===== config.mk =====
export PLATFORM = sky130hd
export DESIGN_NAME = programmable_clock_divider_flat
export DESIGN_NICKNAME = d
export VERILOG_FILES = /design/src/rtl/clk_div_pkg.sv /design/src/rtl/programmable_clock_divider_if.sv /design/src/rtl/clk_div_channel.sv /design/src/rtl/programmable_clock_divider.sv /design/src/flat_wrapper.sv
export SDC_FILE = /design/constraint.sdc
export NUM_CORES = 1
export LEC_CHECK = 0
export CAP_MARGIN = 20
export CORE_MARGIN = 4
export CORE_UTILIZATION = 50
export DETAILED_ROUTE_END_ITERATION = 10
export HOLD_SLACK_MARGIN = 0.05
export PLACE_DENSITY = 0.68
export REMOVE_ABC_BUFFERS = 1
export SYNTH_ARGS = -nofsm -noshare
export SYNTH_HDL_FRONTEND = slang
export SYNTH_HIERARCHICAL = 1
export SYNTH_SLANG_ARGS = --single-unit
export TNS_END_PERCENT = 5

===== constraint.sdc =====
create_clock -name clk_in -period 11.5 [get_ports clk_in]
set_clock_uncertainty 0.05 [all_clocks]
set_input_delay 2.3 -clock clk_in [delete_from_list [all_inputs] [get_ports clk_in]]
set_output_delay 2.3 -clock clk_in [all_outputs]
set_load 0.02 [all_outputs]

===== src/rtl/clk_div_pkg.sv =====
// Shared constants and helpers for the programmable clock divider.
//   DEF_CNT_W : default counter/divisor width
//   DEF_DIV   : default divisor loaded at reset
//   MIN_DIV   : smallest divisor a channel accepts
//   ch_width  : channel-index width, never below one bit
package clk_div_pkg;

  localparam int DEF_CNT_W = 32'sd24;
  localparam int DEF_DIV   = 32'sd15_000_000;
  localparam int MIN_DIV   = 32'sd2;

  // A single channel still needs a one-bit index so the config port exists.
  function automatic int ch_width(input int num_ch);
    if (num_ch <= 32'sd1) begin
      return 32'sd1;
    end else begin
      return $clog2(num_ch);
    end
  endfunction

endpackage


===== src/rtl/programmable_clock_divider_if.sv =====
// Configuration bus of the programmable clock divider.
//   cfg_wr_in   : write strobe, one cycle per write
//   cfg_ch_in   : target channel index
//   cfg_div_in  : divisor to apply
//   cfg_en_in   : channel enable written together with the divisor
//   cfg_err_out : one-cycle pulse, previous write was rejected
// master = configuring agent, slave = divider.
interface programmable_clock_divider_if
  import clk_div_pkg::*;
#(
  parameter int CH_W  = 2,
  parameter int CNT_W = DEF_CNT_W
);

  logic             cfg_wr_in;
  logic [CH_W-1:0]  cfg_ch_in;
  logic [CNT_W-1:0] cfg_div_in;
  logic             cfg_en_in;
  logic             cfg_err_out;

  modport master (
    output cfg_wr_in, cfg_ch_in, cfg_div_in, cfg_en_in,
    input  cfg_err_out
  );

  modport slave (
    input  cfg_wr_in, cfg_ch_in, cfg_div_in, cfg_en_in,
    output cfg_err_out
  );

endinterface


===== src/rtl/clk_div_channel.sv =====
// One divider channel: period counter, active/shadow divisor and
// registered divided-clock / tick outputs.
//   clk_in, rst_in : system clock, synchronous active-high reset
//   cfg_wr         : already-validated write aimed at this channel
//   cfg_div        : divisor of that write (>= 2)
//   cfg_en         : enable of that write
//   div_clk        : divided clock, high floor(D/2) of every D cycles
//   div_tick       : one-cycle pulse on the last cycle of each period
module clk_div_channel
  import clk_div_pkg::*;
#(
  parameter int CNT_W       = DEF_CNT_W,
  parameter int DEFAULT_DIV = DEF_DIV
) (
  input  logic             clk_in,
  input  logic             rst_in,
  input  logic             cfg_wr,
  input  logic [CNT_W-1:0] cfg_div,
  input  logic             cfg_en,
  output logic             div_clk,
  output logic             div_tick
);

  localparam logic [CNT_W-1:0] ONE_C   = CNT_W'(1);
  localparam logic [CNT_W-1:0] ZERO_C  = CNT_W'(0);
  localparam logic [CNT_W-1:0] DEF_D_C = CNT_W'(DEFAULT_DIV);

  logic             en_r, en_nxt_s;
  logic [CNT_W-1:0] cnt_r, cnt_nxt_s;
  logic [CNT_W-1:0] d_act_r, d_act_nxt_s;
  logic [CNT_W-1:0] d_pend_r, d_pend_nxt_s;
  logic             pend_v_r, pend_v_nxt_s;
  logic             clk_q_r, clk_nxt_s;
  logic             tick_q_r, tick_nxt_s;
  logic             wrap_s;

  // Next-state of counter and divisors, then outputs derived from that next state.
  always_comb begin
    en_nxt_s     = en_r;
    cnt_nxt_s    = cnt_r;
    d_act_nxt_s  = d_act_r;
    d_pend_nxt_s = d_pend_r;
    pend_v_nxt_s = pend_v_r;
    wrap_s       = (cnt_r == (d_act_r - ONE_C));

    if (cfg_wr && !cfg_en) begin
      en_nxt_s     = 1'b0;
      cnt_nxt_s    = ZERO_C;
      pend_v_nxt_s = 1'b0;
      d_act_nxt_s  = cfg_div;
    end else if (cfg_wr && !en_r) begin
      // Period starts at the enabling edge.
      en_nxt_s    = 1'b1;
      cnt_nxt_s   = ZERO_C;
      d_act_nxt_s = cfg_div;
    end else if (en_r) begin
      if (wrap_s) begin
        cnt_nxt_s = ZERO_C;
        // A write landing on the wrap edge is newer than any pending divisor.
        if (cfg_wr) begin
          d_act_nxt_s  = cfg_div;
          pend_v_nxt_s = 1'b0;
        end else if (pend_v_r) begin
          d_act_nxt_s  = d_pend_r;
          pend_v_nxt_s = 1'b0;
        end else begin
          d_act_nxt_s  = d_act_r;
        end
      end else begin
        cnt_nxt_s = cnt_r + ONE_C;
        // Retune is deferred to the wrap so the running period is glitch-free.
        if (cfg_wr) begin
          d_pend_nxt_s = cfg_div;
          pend_v_nxt_s = 1'b1;
        end else begin
          d_pend_nxt_s = d_pend_r;
        end
      end
    end else begin
      cnt_nxt_s = ZERO_C;
    end

    clk_nxt_s  = en_nxt_s && (cnt_nxt_s < (d_act_nxt_s >> 1'b1));
    tick_nxt_s = en_nxt_s && (cnt_nxt_s == (d_act_nxt_s - ONE_C));
  end

  // Channel state and output registers with synchronous reset.
  always_ff @(posedge clk_in) begin
    if (rst_in) begin
      en_r     <= 1'b0;
      cnt_r    <= ZERO_C;
      d_act_r  <= DEF_D_C;
      d_pend_r <= DEF_D_C;
      pend_v_r <= 1'b0;
      clk_q_r  <= 1'b0;
      tick_q_r <= 1'b0;
    end else begin
      en_r     <= en_nxt_s;
      cnt_r    <= cnt_nxt_s;
      d_act_r  <= d_act_nxt_s;
      d_pend_r <= d_pend_nxt_s;
      pend_v_r <= pend_v_nxt_s;
      clk_q_r  <= clk_nxt_s;
      tick_q_r <= tick_nxt_s;
    end
  end

  assign div_clk  = clk_q_r;
  assign div_tick = tick_q_r;

endmodule


===== src/rtl/programmable_clock_divider.sv =====
// Multi-channel programmable clock divider. Each channel divides clk_in by a
// runtime divisor D >= 2 and emits a registered ~50% clock plus a tick.
//   clk_in   : system clock, all logic on posedge
//   rst_in   : synchronous active-high reset
//   cfg      : configuration bus (slave side); write validation and the
//              rejection pulse cfg_err_out live here
//   clk_out  : divided clock per channel
//   tick_out : last-cycle-of-period pulse per channel
module programmable_clock_divider
  import clk_div_pkg::*;
#(
  parameter int NUM_CH      = 4,
  parameter int CNT_W       = DEF_CNT_W,
  parameter int DEFAULT_DIV = DEF_DIV
) (
  input  logic                  clk_in,
  input  logic                  rst_in,
  programmable_clock_divider_if.slave cfg,
  output logic [NUM_CH-1:0]     clk_out,
  output logic [NUM_CH-1:0]     tick_out
);

  localparam int CH_W = ch_width(NUM_CH);
  // One extra bit so NUM_CH itself is representable when it is a power of two.
  localparam logic [CH_W:0]    NUM_CH_C  = (CH_W + 1)'(NUM_CH);
  localparam logic [CNT_W-1:0] MIN_DIV_C = CNT_W'(MIN_DIV);

  logic              div_ok_s;
  logic              ch_ok_s;
  logic              cfg_valid_s;
  logic              cfg_err_nxt_s;
  logic              cfg_err_r;
  logic [NUM_CH-1:0] ch_wr_s;

  assign div_ok_s      = (cfg.cfg_div_in >= MIN_DIV_C);
  assign ch_ok_s       = ({1'b0, cfg.cfg_ch_in} < NUM_CH_C);
  assign cfg_valid_s   = cfg.cfg_wr_in && div_ok_s && ch_ok_s;
  assign cfg_err_nxt_s = cfg.cfg_wr_in && !(div_ok_s && ch_ok_s);

  // Rejection flag: pulses for one cycle after a bad write, cleared otherwise.
  always_ff @(posedge clk_in) begin
    if (rst_in) begin
      cfg_err_r <= 1'b0;
    end else begin
      cfg_err_r <= cfg_err_nxt_s;
    end
  end

  assign cfg.cfg_err_out = cfg_err_r;

  for (genvar i = 0; i < NUM_CH; i++) begin : g_ch
    assign ch_wr_s[i] = cfg_valid_s && (cfg.cfg_ch_in == CH_W'(i));

    clk_div_channel #(
      .CNT_W       (CNT_W),
      .DEFAULT_DIV (DEFAULT_DIV)
    ) u_ch (
      .clk_in   (clk_in),
      .rst_in   (rst_in),
      .cfg_wr   (ch_wr_s[i]),
      .cfg_div  (cfg.cfg_div_in),
      .cfg_en   (cfg.cfg_en_in),
      .div_clk  (clk_out[i]),
      .div_tick (tick_out[i])
    );
  end

endmodule


===== src/flat_wrapper.sv =====
// flat-port wrapper written by rule: the top's interface ports become plain ports
module programmable_clock_divider_flat import clk_div_pkg::*;
#(
  parameter int NUM_CH      = 4,
  parameter int CNT_W       = DEF_CNT_W,
  parameter int DEFAULT_DIV = DEF_DIV
)
  (clk_in, rst_in, clk_out, tick_out, cfg_cfg_wr_in, cfg_cfg_ch_in, cfg_cfg_div_in, cfg_cfg_en_in, cfg_cfg_err_out);
  programmable_clock_divider_if #(.CH_W(2), .CNT_W(CNT_W)) cfg_i ();
  input  logic clk_in;
  input  logic rst_in;
  output logic [NUM_CH-1:0] clk_out;
  output logic [NUM_CH-1:0] tick_out;
  input wire logic [$bits(cfg_i.cfg_wr_in)-1:0] cfg_cfg_wr_in;
  input wire logic [$bits(cfg_i.cfg_ch_in)-1:0] cfg_cfg_ch_in;
  input wire logic [$bits(cfg_i.cfg_div_in)-1:0] cfg_cfg_div_in;
  input wire logic [$bits(cfg_i.cfg_en_in)-1:0] cfg_cfg_en_in;
  output wire logic [$bits(cfg_i.cfg_err_out)-1:0] cfg_cfg_err_out;
  assign cfg_i.cfg_wr_in = cfg_cfg_wr_in;
  assign cfg_i.cfg_ch_in = cfg_cfg_ch_in;
  assign cfg_i.cfg_div_in = cfg_cfg_div_in;
  assign cfg_i.cfg_en_in = cfg_cfg_en_in;
  assign cfg_cfg_err_out = cfg_i.cfg_err_out;
  programmable_clock_divider #(.NUM_CH(NUM_CH), .CNT_W(CNT_W), .DEFAULT_DIV(DEFAULT_DIV)) u_core (.clk_in(clk_in), .rst_in(rst_in), .cfg(cfg_i), .clk_out(clk_out), .tick_out(tick_out));
endmodule

Word-level counts from Yosys, hierarchy flattened
Cells that the tools add are included.
{"block": "op_classes", "eq_ne": 11, "mux": 56, "magnitude_cmp": 5, "bitwise": 12, "n_reduce_logical": 45, "add_sub_neg": 12}
{"cell": "2-to-1 mux 24 bit", "n": 40}
{"cell": "equality test 24 bit", "n": 8}
{"cell": "subtractor 24 x 1 -> 24 bit (second input constant)", "n": 8}
{"cell": "adder 24 x 1 -> 24 bit (second input constant)", "n": 4}
{"cell": "< comparator 24 x 23 -> 1 bit", "n": 4}
{"cell": "greater-or-equal comparator 24 x 2 -> 1 bit (second input constant)", "n": 1}
{"cell": "logical AND 1 bit", "n": 22}
{"cell": "AND reduction 5 bit", "n": 4}
{"cell": "2-to-1 mux 1 bit", "n": 16}
{"cell": "NOT 1 bit", "n": 12}
{"cell": "AND reduction 3 bit", "n": 4}
{"cell": "nonzero test 2 bit", "n": 4}
{"cell": "OR reduction 2 bit", "n": 4}
{"cell": "logical NOT 1 bit", "n": 6}
{"cell": "equality test 2 bit (second input constant)", "n": 2}
{"cell": "equality test 2 x 1 -> 1 bit (second input constant)", "n": 1}
{"cell": "logical NOT 2 bit", "n": 1}
{"block": "totals", "output_inout_bits": 9, "elab_cells": 170, "regBits": 305}

Depth between registers and ports, before layout
Gate-level depths: netlist (run 1).
{"block": "depth", "depth_word": 11, "mapped_depth": 26, "ltp_nobuf": 23}

Hierarchy
The synthesis (run 1) kept the hierarchy.
{"mod": "clk_div_channel at u_core.g_ch[0].u_ch ...", "cells_per_inst": 687, "n_inst": 3, "area_per_inst_um2": 5738.0, "seq_area_each_um2": 1521.5}
{"mod": "clk_div_channel at u_core.g_ch[3].u_ch", "cells_per_inst": 753, "n_inst": 1, "area_per_inst_um2": 5805.6, "seq_area_each_um2": 1521.5}
{"mod": "programmable_clock_divider", "cells_per_inst": 19, "n_inst": 1, "area_per_inst_um2": 130.1, "seq_area_each_um2": 20.0}

Least setup slack after synthesis (run 1)
No wires, ideal clock.
{"block": "synth_timing", "path_kind": "input to register", "startpoint": "input port cfg_cfg_div_in[8]", "endpoint": "register u_core.g_ch[2].u_ch.tick_q_r", "slack_ns": 4.990, "arrival_ns": 6.400, "setup_ns": 0.060, "n_path_buf": 1, "stages": 16, "cell_sequence": "or4_1 nor2_2 a211oi_1 nor2_1 and3_1 nand3_2 buf_6 o221ai_1 ha_1 nor3b_2 nand3_2 xnor2_1 or4_1 or4_1 nor4_1 o2111a_1"}
{"block": "synth_between", "elab_chain_len": 11, "elab_cells_between_ends": 17}
{"element": "start, declared", "line_no": "flat_wrapper.sv:16", "source": "input wire logic [$bits(cfg_i.cfg_div_in)-1:0] cfg_cfg_div_in;"}
{"element": "greater-or-equal comparator 24 x 2 -> 1 bit *", "line_no": "programmable_clock_divider.sv:35", "source": "assign div_ok_s = (cfg.cfg_div_in >= MIN_DIV_C);"}
{"element": "logical AND 1 bit *", "line_no": "programmable_clock_divider.sv:37", "source": "assign cfg_valid_s = cfg.cfg_wr_in && div_ok_s && ch_ok_s;"}
{"element": "logical AND 1 bit *", "line_no": "programmable_clock_divider.sv:52", "source": "assign ch_wr_s[i] = cfg_valid_s && (cfg.cfg_ch_in == CH_W'(i));"}
{"element": "named net u_core.ch_wr_s[2]", "line_no": "programmable_clock_divider.sv:33", "source": "logic [NUM_CH-1:0] ch_wr_s;"}
{"element": "2-to-1 mux 24 bit", "line_no": "clk_div_channel.sv:60", "source": "if (cfg_wr) begin"}
{"element": "2-to-1 mux 24 bit", "line_no": "clk_div_channel.sv:57", "source": "if (wrap_s) begin"}
{"element": "2-to-1 mux 24 bit", "line_no": "clk_div_channel.sv:56", "source": "end else if (en_r) begin"}
{"element": "2-to-1 mux 24 bit", "line_no": "clk_div_channel.sv:51", "source": "end else if (cfg_wr && !en_r) begin"}
{"element": "2-to-1 mux 24 bit", "line_no": "clk_div_channel.sv:46", "source": "if (cfg_wr && !cfg_en) begin"}
{"element": "subtractor 24 x 1 -> 24 bit", "line_no": "clk_div_channel.sv:84", "source": "tick_nxt_s = en_nxt_s && (cnt_nxt_s == (d_act_nxt_s - ONE_C));"}
{"element": "equality test 24 bit", "line_no": "clk_div_channel.sv:84"}
{"element": "logical AND 1 bit *", "line_no": "clk_div_channel.sv:84"}
{"element": "end signal, assigned", "line_no": "clk_div_channel.sv:104", "source": "tick_q_r <= tick_nxt_s;"}
{"element": "end, declared", "line_no": "clk_div_channel.sv:34", "source": "logic tick_q_r, tick_nxt_s;"}
Mark *: on every way through the listed nets, which the timed path passes. The rest lies on a longest branch.
A chain may end at the register's enable or synchronous reset.

Final worst setup path (run 1)
{"block": "layout_timing", "startpoint": "input port cfg_cfg_div_in[22]", "endpoint": "register u_core.g_ch[3].u_ch.tick_q_r"}
{"block": "layout_between", "elab_chain_len": 11, "elab_cells_between_ends": 17}
{"element": "greater-or-equal comparator 24 x 2 -> 1 bit *", "line_no": "programmable_clock_divider.sv:35"}
{"element": "logical AND 1 bit *", "line_no": "programmable_clock_divider.sv:37"}
{"element": "logical AND 1 bit *", "line_no": "programmable_clock_divider.sv:52"}
{"element": "named net u_core.ch_wr_s[3]", "line_no": "programmable_clock_divider.sv:33"}
{"element": "2-to-1 mux 24 bit", "line_no": "clk_div_channel.sv:60"}
{"element": "2-to-1 mux 24 bit", "line_no": "clk_div_channel.sv:57"}
{"element": "2-to-1 mux 24 bit", "line_no": "clk_div_channel.sv:56"}
{"element": "2-to-1 mux 24 bit", "line_no": "clk_div_channel.sv:51"}
{"element": "2-to-1 mux 24 bit", "line_no": "clk_div_channel.sv:46"}
{"element": "subtractor 24 x 1 -> 24 bit", "line_no": "clk_div_channel.sv:84"}
{"element": "equality test 24 bit", "line_no": "clk_div_channel.sv:84"}
{"element": "logical AND 1 bit *", "line_no": "clk_div_channel.sv:84"}
{"element": "end signal, assigned", "line_no": "clk_div_channel.sv:104"}
{"element": "end, declared", "line_no": "clk_div_channel.sv:34"}
Marked as above.

==> results.toml, run 1 <==
[synth]
ys_seq_area_share_pct = 26.4
synth_common_cells = "399 x nor2_1, 305 x dfxtp_1, 180 x xnor2_1"
ys_types = 108
synth-xor-area-share_pct = 11.9
syn-instance-count = 2833
yosysWarnings = 6
synth_top_area_share_pct = 26.4
synth.area.top_cells = "dfxtp_1 26%, xnor2_1 6.8%, nor2_1 6.5%, ha_1 5.4%, xor2_1 4.5%"
synth_compound_area_share_pct = 17.1
synthMuxAreaShare_pct = 4.47
ys_ff_latch = 305
synth_most_common_cell = "nor2_1"
synthArstFlopShare_pct = 0
synthAdderAreaFrac_pct = 5.40
synth_area_per_cell_um2 = 8.17
synth_flop_cell = "dfxtp_1"
synth_top_family_by_area = "simple AND/OR/NAND/NOR gates"
synth_simple_gate_area_share_pct = 30.4
syn_area_um2 = 23100
synth_edf_count = 0
synth_area_leader_cell = "dfxtp_1"

[timing]
fin_crit_sh_pct = 69.6
hold_viol = 0
fin_ws_ns = 3.50
fin_tns_setup_ns = 0
rsz0062_at_grt = "no"
setup_viol = 0
tightest_slew_ns = 0.974
fmax_mhz = 125
relSlewSlack_pct = 34.9
period_needed_ns = 8.00
slew_viol_final = 0

[critical_path]
worstPathMaxFanout = 16
crit_required_ns = 11.92
worst_setup_path_start_kind = "primary input"
worstPathArrival_ns = 8.42
crit_type = "in -> reg"
end_kind = "register"
reg2reg_slack_ns = 4.33

[route]
postRouteWirelength_mm = 72.9
post_drt_wl_per_cell_um = 21.4
vias = 21576
drt_iter0_drc = 2304
drc = 0
dr.pass1.iters = 6
avgViaCountPerCell = 6.33
ant_nets = 0

[cells_and_area]
fillers = 4223
layout.nets = 2910
n_antenna_cell = 0
final_cell_area_um2 = 25000
syn_to_final_growth_pct = 7.89
drive_gt1_share_pct = 8.77
fin_util_pct = 54.8

[cts]
cts_buffer_depth = 3
ctsHoldBuffers = 0
cts_root_buf = "clkbuf_16"
htree_levels = 2
path_clk_slew_ns = 0.06
cts_buffers = 36
post_cts_buffers = 0
insertion_delay_ns = 0.57
clock_sinks = 305
cts_resized = 0
cts_tree = "built"

[power]
leakage_nw = 9.46
peakVddDrop_mv = 0.121
powerDensity_nw_per_um2 = 106
power_w = 0.00265

[floorplan]
fp.coreArea_um2 = 45600
die_h_um = 223
initial_core_util_pct = 50.8
die_area_um2 = 49800
row_count = 78
ios = 39
die_w_um = 223

[placement]
gp_congestion = 0.981
dp_hpwl_mm = 54.2
port-buffer-count = 38
pre_cts_ws_ns = 3.06
placed_area_um2 = 23700

[job]
maxCapViolations = 0

[hold_path]
min_path_type = "reg -> reg"

[global_route]
antenna_found_initial = 0
grt_max_degree = 92
grt_first_pass_wirelength_mm = 113
gr-usage-all-layers_pct = 27.9
grt_overflow = 0
first_global_vias = 20236

[run_status]
status = "finished, final reports clean"
## per-layer routing
metal  wire length, µm  up-vias  track usage, %
met5                 0        -               0
met4              2230        0            8.89
met3              5120      131            3.09
met2             33000      796            45.4
met1             32600    10429            39.0
li1                  -    10220               -
## state kept, by name, summed over array words and instances (netlist names)
signal and count:
u_core/cfg.cfg_err_out 1, u_core/g_ch.u_ch/div_clk 4, u_core/g_ch.u_ch/d_pend_r 96, u_core/g_ch.u_ch/d_act_r 96, u_core/g_ch.u_ch/cnt_r 96, u_core/g_ch.u_ch/div_tick 4, u_core/g_ch.u_ch/en_r 4, u_core/g_ch.u_ch/pend_v_r 4
## worst paths after layout
check	startpoint	end	depth (start not counted)
hold / removal	u_core/g_ch[1].u_ch/d_pend_r[22]	u_core/g_ch[1].u_ch/d_pend_r[22]	1
setup / recovery	cfg_cfg_div_in[22]	u_core/g_ch[3].u_ch/div_tick	20
setup reg to reg	u_core/g_ch[2].u_ch/d_act_r[6]	u_core/g_ch[2].u_ch/div_tick	15
hold reg to reg	u_core/g_ch[1].u_ch/d_pend_r[22]	u_core/g_ch[1].u_ch/d_pend_r[22]	1
## power breakdown
group | internal, W | switching [W]
logic | 0.000146 | 0.000237
clock network | 0.000677 | 0.000481
registers | 0.00107 | 0.0000333
total | 0.00190 | 0.000752
## cell type report
class | count | area [µm²] | share of cell area [%]
clock buffer | 51 | 1080 | 4.32
clock inverter | 13 | 109 | 0.436
inverter | 77 | 289 | 1.16
multi-input combinational | 2297 | 16000 | 64.2
sequential | 305 | 6110 | 24.4
tap | 600 | 751 | 3.01
timing repair buffer | 63 | 608 | 2.43
## kinds of logic after synthesis
family          after synthesis
fa+ha+maj                   100
mux                         101
compound gates              510
flops                       305
xor+xnor                    305
buf+inv                     231
simple gates               1281
## per-stage QoR
step / std cells / hold slack (ns)
final: 3406 / 0.410
after detailed placement: 3339 / 0.396
after CTS: 3403 / 0.409
after global routing: 3406 / 0.437
after floorplan: 2679 / 0.380
after global placement: 3339 / 0.390
## cells in the final DEF (no fill, tap or decap), types with 30 or more instances in the layout
| cell | n |
|---|---|
| xor2_1 | 119 |
| a211o_1 | 45 |
| nor4_1 | 33 |
| a21oi_1 | 72 |
| mux2i_1 | 85 |
| nor3_1 | 133 |
| nand2_1 | 125 |
| xnor2_1 | 180 |
| dfxtp_1 | 305 |
| nand4_1 | 83 |
| clkbuf_16 | 37 |
| nor2_1 | 399 |
| and3_1 | 67 |
| o21ai_0 | 97 |
| or2_2 | 34 |
| or4_1 | 32 |
| ha_1 | 100 |
| o22a_1 | 32 |
| or3_1 | 30 |
| nand2b_1 | 79 |
| clkdlybuf4s50_1 | 37 |
| nand3_1 | 77 |
| inv_1 | 75 |
## critical path, cell delays in order
cell and delay (ns):
clkdlybuf4s50_1 0.90, nor3_1 0.12, and4_1 0.30, a21oi_1 0.59, clkinv_1 0.43, a21oi_1 0.85, a41oi_1 0.30, buf_4 0.32
nor2_1 0.12, a221o_1 0.29, inv_1 0.12, ha_1 0.29, inv_1 0.05, nor4_1 0.23, a31oi_1 0.07, o32a_1 0.18
nor4_1 0.29, nand4_1 0.13, a211o_1 0.26, nor4b_2 0.26
Power figures use the tool's default switching activity.
==> run 2, diff against run 1 <==
- clock period: 11.5 -> 8.2 ns (I/O delays scaled with it)
==> results.toml, run 2 (same netlist as run 1, synthesis figures left out) <==
[power]
leakage_nw = 9.66
powerDensity_nw_per_um2 = 151
peakVddDrop_mv = 0.158
netSwitchingPower_w = 0.00107
pwr-share-clk_pct = 45.0
p_sw_share_pct = 27.9
p_int_w = 0.00276
seqPwrFrac_pct = 40.6
power_frac_comb_pct = 14.4

[timing]
fmax_mhz = 142
period_needed_ns = 7.05
hold_viol = 0
fin_tns_setup_ns = 0
fin_crit_sh_pct = 86.0
setup_viol = 0
tightest_slew_ns = 0.897
fin_ws_ns = 1.15
holdWs_ns = 0.420
slew_viol_final = 0
relSlewSlack_pct = 40.2
rsz0062_at_grt = "no"

[floorplan]
die_h_um = 223
die_area_um2 = 49800
initial_core_util_pct = 50.8
fp.coreArea_um2 = 45600
die_w_um = 223
row_count = 78
ios = 39

[route]
avgViaCountPerCell = 6.24
post_drt_wl_per_cell_um = 21.5
ant_nets = 0
postRouteWirelength_mm = 73.9
drt_iter0_drc = 1965
drc = 0
dr.pass1.iters = 5
vias = 21501

[cells_and_area]
fillers = 4259
n_antenna_cell = 0
syn_to_final_growth_pct = 9.36
largestRegisters = "u_core/g_ch.u_ch/cnt_r (96), u_core/g_ch.u_ch/d_act_r (96), u_core/g_ch.u_ch/d_pend_r (96)"
drive_gt1_share_pct = 9.81
most-common-layout-cells = "399 x nor2_1, 305 x dfxtp_1, 180 x xnor2_1"
final_cells = 3443
final_common_cell = "nor2_1"
layout.nets = 2945

[cts]
cts_tree = "built"
cts_buffer_depth = 3
post_cts_buffers = 0
cts_resized = 0
path_clk_slew_ns = 0.06
cts_buffers = 37
ctsHoldBuffers = 0
cts_root_buf = "clkbuf_16"
clock_sinks = 305
htree_levels = 2
insertion_delay_ns = 0.56

[global_route]
gr-usage-all-layers_pct = 28.4
grt_max_degree = 92
grt_first_pass_wirelength_mm = 115
grt_overflow = 0
antenna_found_initial = 0
first_global_vias = 20284

[critical_path]
reg2reg_depth = 16
worstPathMaxFanout = 15
worst_setup_path_start_kind = "primary input"
end_kind = "register"
reg2reg_slack_ns = 1.51
crit_required_ns = 8.65
r2r-end = "u_core/g_ch[1].u_ch/div_tick"
worstPathArrival_ns = 7.50
crit_type = "in -> reg"
reg2reg_from = "u_core/g_ch[1].u_ch/d_act_r[6]"

[placement]
dp_hpwl_mm = 55.6
port-buffer-count = 38
gp_congestion = 0.993
dp.cells = 3373
pre_cts_ws_ns = 0.761

[hold_path]
holdPathStages = 1
min_from = "u_core/g_ch[2].u_ch/d_pend_r[22]"
min_path_type = "reg -> reg"
hold_end = "u_core/g_ch[2].u_ch/d_pend_r[22]"

[run_status]
status = "finished, final reports clean"

[job]
maxCapViolations = 0
## run 2: cell types whose count changed in the layout (fill, tap and decap cells not counted)
cell        delta
clkbuf_8       -2
bufinv_16      +2
clkinvlp_4     -1
inv_6          -1
buf_8          -1
clkinv_4       -1
buf_4         +34
clkbuf_16      +2
clkbuf_1       +4
buf_16         +1
## run 2: worst max path at each step
stage	slack, ns	to	cells after the start	from
after floorplan	1.51	u_core/g_ch[2].u_ch/div_tick	14	cfg_cfg_div_in[1]
after global placement	0.90	u_core/g_ch[0].u_ch/div_tick	15	cfg_cfg_div_in[15]
after detailed placement	0.76	u_core/g_ch[2].u_ch/div_tick	15	cfg_cfg_div_in[15]
after CTS	1.32	u_core/g_ch[2].u_ch/div_tick	15	cfg_cfg_div_in[15]
after global routing	0.91	u_core/g_ch[2].u_ch/div_tick	15	cfg_cfg_div_in[15]
final	1.15	u_core/g_ch[0].u_ch/div_tick	15	cfg_cfg_div_in[15]
## run 2: power groups by stage
stage	Clock (W)	Sequential (W)	Combinational (W)
after floorplan	0	0.00156	0.000349
after CTS	0.00176	0.00155	0.000544
after global placement	0	0.00158	0.000534
after global routing	0.00181	0.00155	0.000601
final	0.00172	0.00155	0.000552
after detailed placement	0	0.00158	0.000541
## run 2: cell type report
type	count	area [µm²]	share of cell area, %
multi-input cells	2297	16000	63.3
flip-flops and latches	305	6110	24.1
clock buffers	55	1120	4.41
repair buffers	97	876	3.46
well taps	600	751	2.97
inverters	77	289	1.14
clock inverters	12	144	0.568
## run 2: through the flow
step / util, % / power, W / cell area, µm²
6_report: 55.5 / 0.00382 / 25300
5_1_grt: 55.5 / 0.00397 / 25300
4_1_cts: 55.4 / 0.00385 / 25200
3_5_place_dp: 52.6 / 0.00212 / 24000
3_3_place_gp: 52.6 / 0.00212 / 24000
2_1_floorplan: - / 0.00191 / 22400
## run 2: worst max-delay path, stage by stage
cell             delay, ns
clkdlybuf4s50_1       0.82
nor4_1                0.15
and4_1                0.27
a21oi_1               0.64
and2_1                0.58
a31oi_4               0.07
o221ai_1              0.51
ha_1                  0.29
nor3b_2               0.38
nand3_2               0.32
xnor2_1               0.21
or4_1                 0.45
or4_1                 0.54
nor4_1                0.39
o2111a_1              0.23
## run 2: per-layer routing
metal	track usage (%)	vias up	wire (µm)
li1	-	10286	-
met5	0	-	0
met3	4.11	144	4460
met4	9.31	0	2610
met2	45.6	704	33100
met1	39.5	10367	33700
